`config.mk`:
```
export PLATFORM = sky130hd
export DESIGN_NAME = fpga_cfg_loader_flat
export DESIGN_NICKNAME = d
export VERILOG_FILES = /design/src/rtl/fpga_cfg_pkg.sv /design/src/rtl/fpga_cfg_loader_if.sv /design/src/rtl/fpga_cfg_crc16.sv /design/src/rtl/fpga_cfg_loader.sv /design/src/flat_wrapper.sv
export SDC_FILE = /design/constraint.sdc
export NUM_CORES = 1
export LEC_CHECK = 0
export CAP_MARGIN = 20
export CORE_UTILIZATION = 30
export DETAILED_ROUTE_END_ITERATION = 7
export GPL_TIMING_DRIVEN = 0
export HOLD_SLACK_MARGIN = 0.02
export PLACE_DENSITY_LB_ADDON = 0.3
export SYNTH_ARGS = -nofsm -noshare
export SYNTH_HDL_FRONTEND = slang
export SYNTH_SLANG_ARGS = --single-unit
export TNS_END_PERCENT = 10
```
`constraint.sdc`:
```
create_clock -name i_cclk -period 2.48 [get_ports i_cclk]
set_input_delay 0.248 -clock i_cclk [delete_from_list [all_inputs] [get_ports i_cclk]]
set_output_delay 0.248 -clock i_cclk [all_outputs]
set_load 0.01 [all_outputs]
```
`src/rtl/fpga_cfg_pkg.sv`:
```
// Shared definitions for the FPGA configuration loader: FSM state encoding,
// CRC-16-CCITT constants and chain sizing helpers.
// Build option: CFG_CRC_EN adds the CHECK state and a trailing CRC word.
package fpga_cfg_pkg;

`ifdef CFG_CRC_EN
  typedef enum logic [2:0] {
    StIdle  = 3'd0,
    StLoad  = 3'd1,
    StShift = 3'd2,
    StSet   = 3'd3,
    StDone  = 3'd4,
    StCheck = 3'd5
  } cfg_state_e;
`else
  typedef enum logic [2:0] {
    StIdle  = 3'd0,
    StLoad  = 3'd1,
    StShift = 3'd2,
    StSet   = 3'd3,
    StDone  = 3'd4
  } cfg_state_e;
`endif

  localparam logic [15:0] CRC16_POLY = 16'h1021;
  localparam logic [15:0] CRC16_INIT = 16'hFFFF;

  // Shift cycles needed to fill one column chain.
  function automatic int unsigned chain_len(input int unsigned rows, input int unsigned bits);
    return rows * bits;
  endfunction

  // Data words needed to cover a chain when each word yields bpw shift cycles.
  function automatic int unsigned nwords(input int unsigned len, input int unsigned bpw);
    return (len + bpw - 1) / bpw;
  endfunction

endpackage

```
`src/rtl/fpga_cfg_loader_if.sv`:
```
// Valid/ready config word stream between the host/IO side and the loader.
interface fpga_cfg_loader_if #(
  parameter int unsigned WORD_W = 32
);
  logic [WORD_W-1:0] in_data;
  logic              in_valid;
  logic              in_ready;

  modport master (output in_data, output in_valid, input in_ready);
  modport slave  (input in_data, input in_valid, output in_ready);
endinterface

```
`src/rtl/fpga_cfg_crc16.sv`:
```
// CRC-16-CCITT accumulator that absorbs NUM_COLS bits per enabled cycle,
// bit 0 first, matching the column order of one shift cycle.
module fpga_cfg_crc16
  import fpga_cfg_pkg::*;
#(
  parameter int unsigned NUM_COLS = 2
) (
  input  logic                i_cclk,
  input  logic                i_rst,
  input  logic                i_clear,
  input  logic                i_en,
  input  logic [NUM_COLS-1:0] i_bits,
  output logic [15:0]         o_crc
);

  logic [15:0] r_crc;
  logic [15:0] w_crc_next;

  // Fold the cycle's bits into the running CRC one at a time.
  always_comb begin
    w_crc_next = r_crc;
    for (int i = 0; i < int'(NUM_COLS); i++) begin
      if (w_crc_next[15] ^ i_bits[i]) begin
        w_crc_next = {w_crc_next[14:0], 1'b0} ^ CRC16_POLY;
      end else begin
        w_crc_next = {w_crc_next[14:0], 1'b0};
      end
    end
  end

  // CRC register: seeded at load start, updated on shift cycles.
  always_ff @(posedge i_cclk) begin
    if (i_rst || i_clear) begin
      r_crc <= CRC16_INIT;
    end else if (i_en) begin
      r_crc <= w_crc_next;
    end
  end

  assign o_crc = r_crc;

endmodule

```
`src/rtl/fpga_cfg_loader.sv`:
```
// Bitstream loader: takes config words from a valid/ready stream, shifts them
// into NUM_COLS parallel column chains, then pulses set_hard to commit.
// Build option: CFG_CRC_EN appends a CRC word and a CHECK state; a mismatch
// skips the commit and raises crc_err.
module fpga_cfg_loader
  import fpga_cfg_pkg::*;
#(
  parameter int unsigned NUM_COLS      = 2,
  parameter int unsigned NUM_ROWS      = 2,
  parameter int unsigned TILE_CFG_BITS = 1600,
  parameter int unsigned WORD_W        = 32
) (
  input  logic                i_cclk,
  input  logic                i_rst,
  input  logic                i_start,
  fpga_cfg_loader_if.slave    io_cfg,
  output logic [NUM_COLS-1:0] o_shift_enable,
  output logic [NUM_COLS-1:0] o_shift_in_hard,
  output logic [NUM_COLS-1:0] o_set_hard,
  output logic                o_busy,
  output logic                o_done,
  output logic                o_crc_err
);

  localparam int unsigned CHAIN_LEN = chain_len(NUM_ROWS, TILE_CFG_BITS);
  localparam int unsigned BPW       = WORD_W / NUM_COLS;
  localparam int unsigned NWORDS    = nwords(CHAIN_LEN, BPW);
  localparam int unsigned CNT_W     = $clog2(CHAIN_LEN + 1);
  localparam int unsigned BEAT_W    = (BPW > 1) ? $clog2(BPW) : 1;

  if (WORD_W % NUM_COLS != 0) begin : g_bad_word_w
    $error("WORD_W must be a multiple of NUM_COLS");
  end
  if (NWORDS * BPW < CHAIN_LEN) begin : g_bad_nwords
    $error("word count does not cover the chain");
  end

  cfg_state_e          r_state;
  cfg_state_e          w_state_d;
  logic [CNT_W-1:0]    r_bit_cnt;
  logic [BEAT_W-1:0]   r_beat;
  logic [WORD_W-1:0]   r_buf;
  logic [NUM_COLS-1:0] r_shift_en;
  logic [NUM_COLS-1:0] r_shift_in;
  logic [NUM_COLS-1:0] r_set_hard;
  logic                r_in_ready;
  logic                r_busy;
  logic                r_done;

  logic w_accept;
  logic w_start;
  logic w_last_bit;
  logic w_last_beat;

  // in_ready is a registered copy of "state is LOAD", so it doubles as the state test.
  assign w_accept    = r_in_ready && io_cfg.in_valid;
  assign w_start     = (r_state == StIdle) && i_start;
  assign w_last_bit  = (r_bit_cnt == CNT_W'(CHAIN_LEN - 1));
  assign w_last_beat = (r_beat == BEAT_W'(BPW - 1));

`ifdef CFG_CRC_EN
  localparam int unsigned CRC_W = (WORD_W < 16) ? WORD_W : 16;

  logic [15:0] w_crc;
  logic [15:0] r_crc_exp;
  logic        r_crc_err;
  logic        w_crc_phase;
  logic        w_crc_ok;

  // All data shifted means the next accepted word carries the expected CRC.
  assign w_crc_phase = (r_bit_cnt == CNT_W'(CHAIN_LEN));
  assign w_crc_ok    = (w_crc == r_crc_exp);

  fpga_cfg_crc16 #(
    .NUM_COLS(NUM_COLS)
  ) u_crc (
    .i_cclk (i_cclk),
    .i_rst  (i_rst),
    .i_clear(w_start),
    .i_en   (r_state == StShift),
    .i_bits (r_shift_in),
    .o_crc  (w_crc)
  );

  // Expected CRC capture and sticky error flag, cleared by the next start.
  always_ff @(posedge i_cclk) begin
    if (i_rst) begin
      r_crc_exp <= '0;
      r_crc_err <= 1'b0;
    end else begin
      if (w_accept && w_crc_phase) begin
        r_crc_exp <= 16'(io_cfg.in_data[CRC_W-1:0]);
      end
      if (w_start) begin
        r_crc_err <= 1'b0;
      end else if ((r_state == StCheck) && !w_crc_ok) begin
        r_crc_err <= 1'b1;
      end
    end
  end

  assign o_crc_err = r_crc_err;
`else
  assign o_crc_err = 1'b0;
`endif

  // Next-state logic for the load sequence.
  always_comb begin
    w_state_d = r_state;
    case (r_state)
      StIdle: begin
        if (i_start) w_state_d = StLoad;
      end
      StLoad: begin
        if (w_accept) begin
`ifdef CFG_CRC_EN
          w_state_d = w_crc_phase ? StCheck : StShift;
`else
          w_state_d = StShift;
`endif
        end
      end
      StShift: begin
        if (w_last_bit) begin
`ifdef CFG_CRC_EN
          w_state_d = StLoad;
`else
          w_state_d = StSet;
`endif
        end else if (w_last_beat) begin
          w_state_d = StLoad;
        end
      end
`ifdef CFG_CRC_EN
      StCheck: begin
        w_state_d = w_crc_ok ? StSet : StDone;
      end
`endif
      StSet:   w_state_d = StDone;
      StDone:  w_state_d = StIdle;
      default: w_state_d = StIdle;
    endcase
  end

  // State register.
  always_ff @(posedge i_cclk) begin
    if (i_rst) begin
      r_state <= StIdle;
    end else begin
      r_state <= w_state_d;
    end
  end

  // Bit/beat counters and word buffer; the buffer holds bits not yet presented.
  always_ff @(posedge i_cclk) begin
    if (i_rst) begin
      r_bit_cnt <= '0;
      r_beat    <= '0;
      r_buf     <= '0;
    end else begin
      if (w_start) begin
        r_bit_cnt <= '0;
        r_beat    <= '0;
      end
      if (w_accept) begin
        r_buf  <= io_cfg.in_data >> NUM_COLS;
        r_beat <= '0;
      end
      if (r_state == StShift) begin
        r_bit_cnt <= r_bit_cnt + CNT_W'(1);
        r_beat    <= r_beat + BEAT_W'(1);
        r_buf     <= r_buf >> NUM_COLS;
      end
    end
  end

  // Registered outputs, decoded from the state being entered.
  always_ff @(posedge i_cclk) begin
    if (i_rst) begin
      r_shift_en <= '0;
      r_shift_in <= '0;
      r_set_hard <= '0;
      r_in_ready <= 1'b0;
      r_busy     <= 1'b0;
      r_done     <= 1'b0;
    end else begin
      r_shift_en <= {NUM_COLS{w_state_d == StShift}};
      r_set_hard <= {NUM_COLS{w_state_d == StSet}};
      r_in_ready <= (w_state_d == StLoad);
      r_busy     <= (w_state_d != StIdle);
      r_done     <= (w_state_d == StDone);
      // First beat of a word comes straight from the bus, later beats from the buffer.
      if (w_state_d == StShift) begin
        r_shift_in <= (r_state == StLoad) ? io_cfg.in_data[NUM_COLS-1:0]
                                          : r_buf[NUM_COLS-1:0];
      end else begin
        r_shift_in <= '0;
      end
    end
  end

  assign io_cfg.in_ready = r_in_ready;
  assign o_shift_enable  = r_shift_en;
  assign o_shift_in_hard = r_shift_in;
  assign o_set_hard      = r_set_hard;
  assign o_busy          = r_busy;
  assign o_done          = r_done;

endmodule
```
`src/flat_wrapper.sv`:
```
// flat-port wrapper written by rule: the top's interface ports become plain ports
module fpga_cfg_loader_flat import fpga_cfg_pkg::*;
#(
  parameter int unsigned NUM_COLS      = 2,
  parameter int unsigned NUM_ROWS      = 2,
  parameter int unsigned TILE_CFG_BITS = 1600,
  parameter int unsigned WORD_W        = 32
)
  (i_cclk, i_rst, i_start, o_shift_enable, o_shift_in_hard, o_set_hard, o_busy, o_done, o_crc_err, io_cfg_in_data, io_cfg_in_valid, io_cfg_in_ready);
  fpga_cfg_loader_if #(.WORD_W(WORD_W)) io_cfg_i ();
  input  logic i_cclk;
  input  logic i_rst;
  input  logic i_start;
  output logic [NUM_COLS-1:0] o_shift_enable;
  output logic [NUM_COLS-1:0] o_shift_in_hard;
  output logic [NUM_COLS-1:0] o_set_hard;
  output logic o_busy;
  output logic o_done;
  output logic o_crc_err;
  input wire logic [$bits(io_cfg_i.in_data)-1:0] io_cfg_in_data;
  input wire logic [$bits(io_cfg_i.in_valid)-1:0] io_cfg_in_valid;
  output wire logic [$bits(io_cfg_i.in_ready)-1:0] io_cfg_in_ready;
  assign io_cfg_i.in_data = io_cfg_in_data;
  assign io_cfg_i.in_valid = io_cfg_in_valid;
  assign io_cfg_in_ready = io_cfg_i.in_ready;
  fpga_cfg_loader #(.NUM_COLS(NUM_COLS), .NUM_ROWS(NUM_ROWS), .TILE_CFG_BITS(TILE_CFG_BITS), .WORD_W(WORD_W)) u_core (.i_cclk(i_cclk), .i_rst(i_rst), .i_start(i_start), .io_cfg(io_cfg_i), .o_shift_enable(o_shift_enable), .o_shift_in_hard(o_shift_in_hard), .o_set_hard(o_set_hard), .o_busy(o_busy), .o_done(o_done), .o_crc_err(o_crc_err));
endmodule
```
==> impl_metrics.ini <==
[sta]
fmaxAchievable_ghz = 0.4641
final.min_clock_period_ps = 2155
final.setup.tns_ps = 0
rsz0062_at_grt = no
final_hold_viol_count = 0
post-route-worst-setup-slack_ps = 325.4
drv_slew = 0
period_share_pct = 86.88
setup-violations-final = 0
maxSlewHeadroom_pct = 51.86
worst_clock_skew_ps = 5.493
worst_pin_slew_ps = 720.6

[global_routing]
antenna_found_initial = 0
grt_overflow = 0
gr-usage-all-layers_pct = 14.34
grt_pass1_wl_mm = 10.06
first_global_vias = 2104
pin_count_of_the_biggest_net_entering_global_routing = 17

[hold_path]
hold_path.startpoint = u_core.r_buf[22]
worstHoldEndpoint = u_core.r_buf[22]
min_path_cells = 2
tightest_hold_check_type = register to register

[drt]
initialDrtViolationCount = 168
detail_route.wl_per_cell_microns = 13.08
drcViolationCount = 0
wl_mm = 6.031
dr_total_vias = 2361
first_pass_iters = 6
avgViaCountPerCell = 5.121
drtAntennaViolNets = 0

[floorplanning]
core_region_area_sq_um = 8175
die-area_sq_um = 8817
die_w_microns = 93.90
floorplan.initialDensity_pct = 30.99
num_io_pins = 46
die_y_microns = 93.90
num_rows = 33

[clock_tree]
postCtsSetupBuffers = 0
cts-root-to-sink-buffers = 2
cts.root.buffer_cell = clkbuf_8
cts_made_buffers = 5
cells_resized_by_post_cts_repair = 0
ctsHoldBuffers = 0
htreeDepth = 2
tritoncts = done
cts_sinks = 56
clk-insertion-delay-late_ps = 300
worst_setup_hold_path_clk_slew_ps = 100

[pwr]
power-per-cell-area_nw_per_um2 = 531.3
cellLeakagePower_uw = 0.001101
irDropWorstVdd_mv = 0.2167

[critical_path]
worstPathArrival_ps = 2370
end_of_the_worst_register_to_register_path = u_core.r_bit_cnt[10]
worst-setup-path-type = register to register
worst_setup_path_end_kind = register
reg2regPathDepth = 5
setup.worst_path.start_class = register
setup.reg_to_reg.worst_slack_ps = 330
critPathRequiredTime_ps = 2690
timing.rr.start = u_core.r_state[1]
crit_path_max_fanout = 10

[finish]
area_growth_pct = 26.27
layout.area.seq_sq_um = 1121
multi_input_gate_area_in_the_final_layout_sq_um = 1280
post_layout_nonfiller_instances = 461
layout-drive-gt1-share_pct = 7.303
fillCellCount = 872
nets = 393
post-route-util_pct = 39.13
num_antenna_cells = 0

[run]
max-cap-violations = 0

[yosys]
synth_sequential_area_ratio_pct = 44.25
synth-warning-count = 0
synth_area_leader_cell = dfxtp_1
post_synth_instance_area_sq_um = 2534
post_synth_inst_count = 304
synth.area.top_cells = dfxtp_1 (44%), a311oi_1 (10%), nor2_1 (7.0%)
synth.avg_cell_area_sq_um = 8.334
library_cells_used_by_synthesis = 45
syn-num-nets = 342
yosysTopAreaCellShare_pct = 44.25
ys_ff_latch = 56

[place]
pre_cts_ws_ps = 377.5
dp_hpwl_mm = 4.187
io_buffers = 44
place.detailed.instances = 453
place.gp.congestion = 0.7833

[outcome]
outcome = complete, no violations
-- synthesized netlist by cell type (all sizes together) --
master,number
a2111oi,2
a211oi,3
a21oi,13
a22oi,2
a311oi,30
a31o,3
a41o,1
a41oi,1
and2,1
and3,3
and3b,1
buf,10
clkbuf,19
conb,1
dfxtp,56
ha,2
inv,2
mux2,3
mux2i,2
nand2,37
nand2b,3
nand3,31
nand3b,3
nand4,5
nand4b,1
nand4bb,1
nor2,47
nor2b,1
nor3,6
nor3b,3
nor4,1
o211ai,2
o21ai,2
o311ai,1
o41a,1
or3,1
or3b,1
or4,1
or4b,1
-- critical path, stage by stage (launching register included) --
cell,delay [ps]
dfxtp_1,320
clkbuf_2,180
nor3b_1,630
clkbuf_1,460
a41oi_1,190
a311oi_1,290
-- sequential cells by signal, summed over array words and instances (netlist names) --
signal / flops
u_core.o_done: 1
u_core.r_buf: 30
u_core.o_set_hard: 1
u_core.o_shift_in_hard: 2
u_core.o_busy: 1
u_core.r_beat: 4
u_core.o_shift_enable: 1
u_core.r_state: 3
u_core.r_bit_cnt: 12
u_core.io_cfg.in_ready: 1
-- worst max-delay path by stage --
stage,start,endpoint,cells past startpoint
final,u_core.r_state[1],u_core.r_bit_cnt[10],5
after global routing,u_core.r_state[1],u_core.r_bit_cnt[10],5
after CTS,u_core.r_state[1],u_core.r_bit_cnt[10],5
after detailed placement,io_cfg_in_valid,u_core.r_buf[27],5
after global placement,io_cfg_in_valid,u_core.r_buf[16],5
after floorplan,u_core.r_bit_cnt[0],u_core.o_shift_in_hard[0],5
-- area by class of cell --
| class | instances | area share [%] |
|---|---|---|
| plain buffers | 29 | 3.911 |
| clock buffers | 7 | 2.698 |
| clock inverters | 1 | 0.2346 |
| inverters | 2 | 0.2346 |
| multi-input cells | 217 | 40.01 |
| flip-flops and latches | 56 | 35.04 |
| well taps | 105 | 4.106 |
| repair buffers | 44 | 13.77 |
-- kinds of logic (layout without fill, tap and decap cells) --
logic type	Yosys count	count (layout)	synth area share [%]
compound gates	61	61	19.16
fa+ha+maj	2	2	0.9875
buf+inv	31	83	5.234
flops	56	56	44.25
mux	5	5	2.123
other cells	1	1	0.1480
simple gates	148	148	28.10
-- report_power, final --
group	switching (uW)	total (uW)	internal (uW)
clock	290	517	228
sequential	21.3	958	937
combinational	117	225	108
-- placed cells by master, fill, tap and decap left out, types with 3 or more instances in the layout --
cell / instances
a211oi_1: 3
a21oi_1: 13
a311oi_1: 30
a31o_2: 3
and3_1: 3
buf_1: 4
buf_2: 3
buf_4: 3
clkbuf_1: 19
clkbuf_8: 6
clkdlybuf4s50_1: 44
dfxtp_1: 56
mux2_2: 3
nand2_1: 36
nand2b_1: 3
nand3_1: 31
nand3b_1: 3
nand4_1: 4
nor2_1: 47
nor3_1: 5
nor3b_1: 3
-- metal layers --
metal / global-route usage (%) / share of wire (%)
met1: 19.34 / 48
met2: 22.93 / 46
met3: 2.427 / 4.2
met4: 5.000 / 1.4
met5: 0 / 0
-- metrics by stage --
stage	hold WS [ps]	power, uW	cell area (sq um)
floorplan	417.6	1100	2534
global placement	469.0	1201	3105
detailed placement	470.0	1205	3105
CTS	491.2	1723	3199
global route	511.2	1783	3199
finish	487.6	1700	3199
No activity file was read; power rests on OpenSTA's default activity.
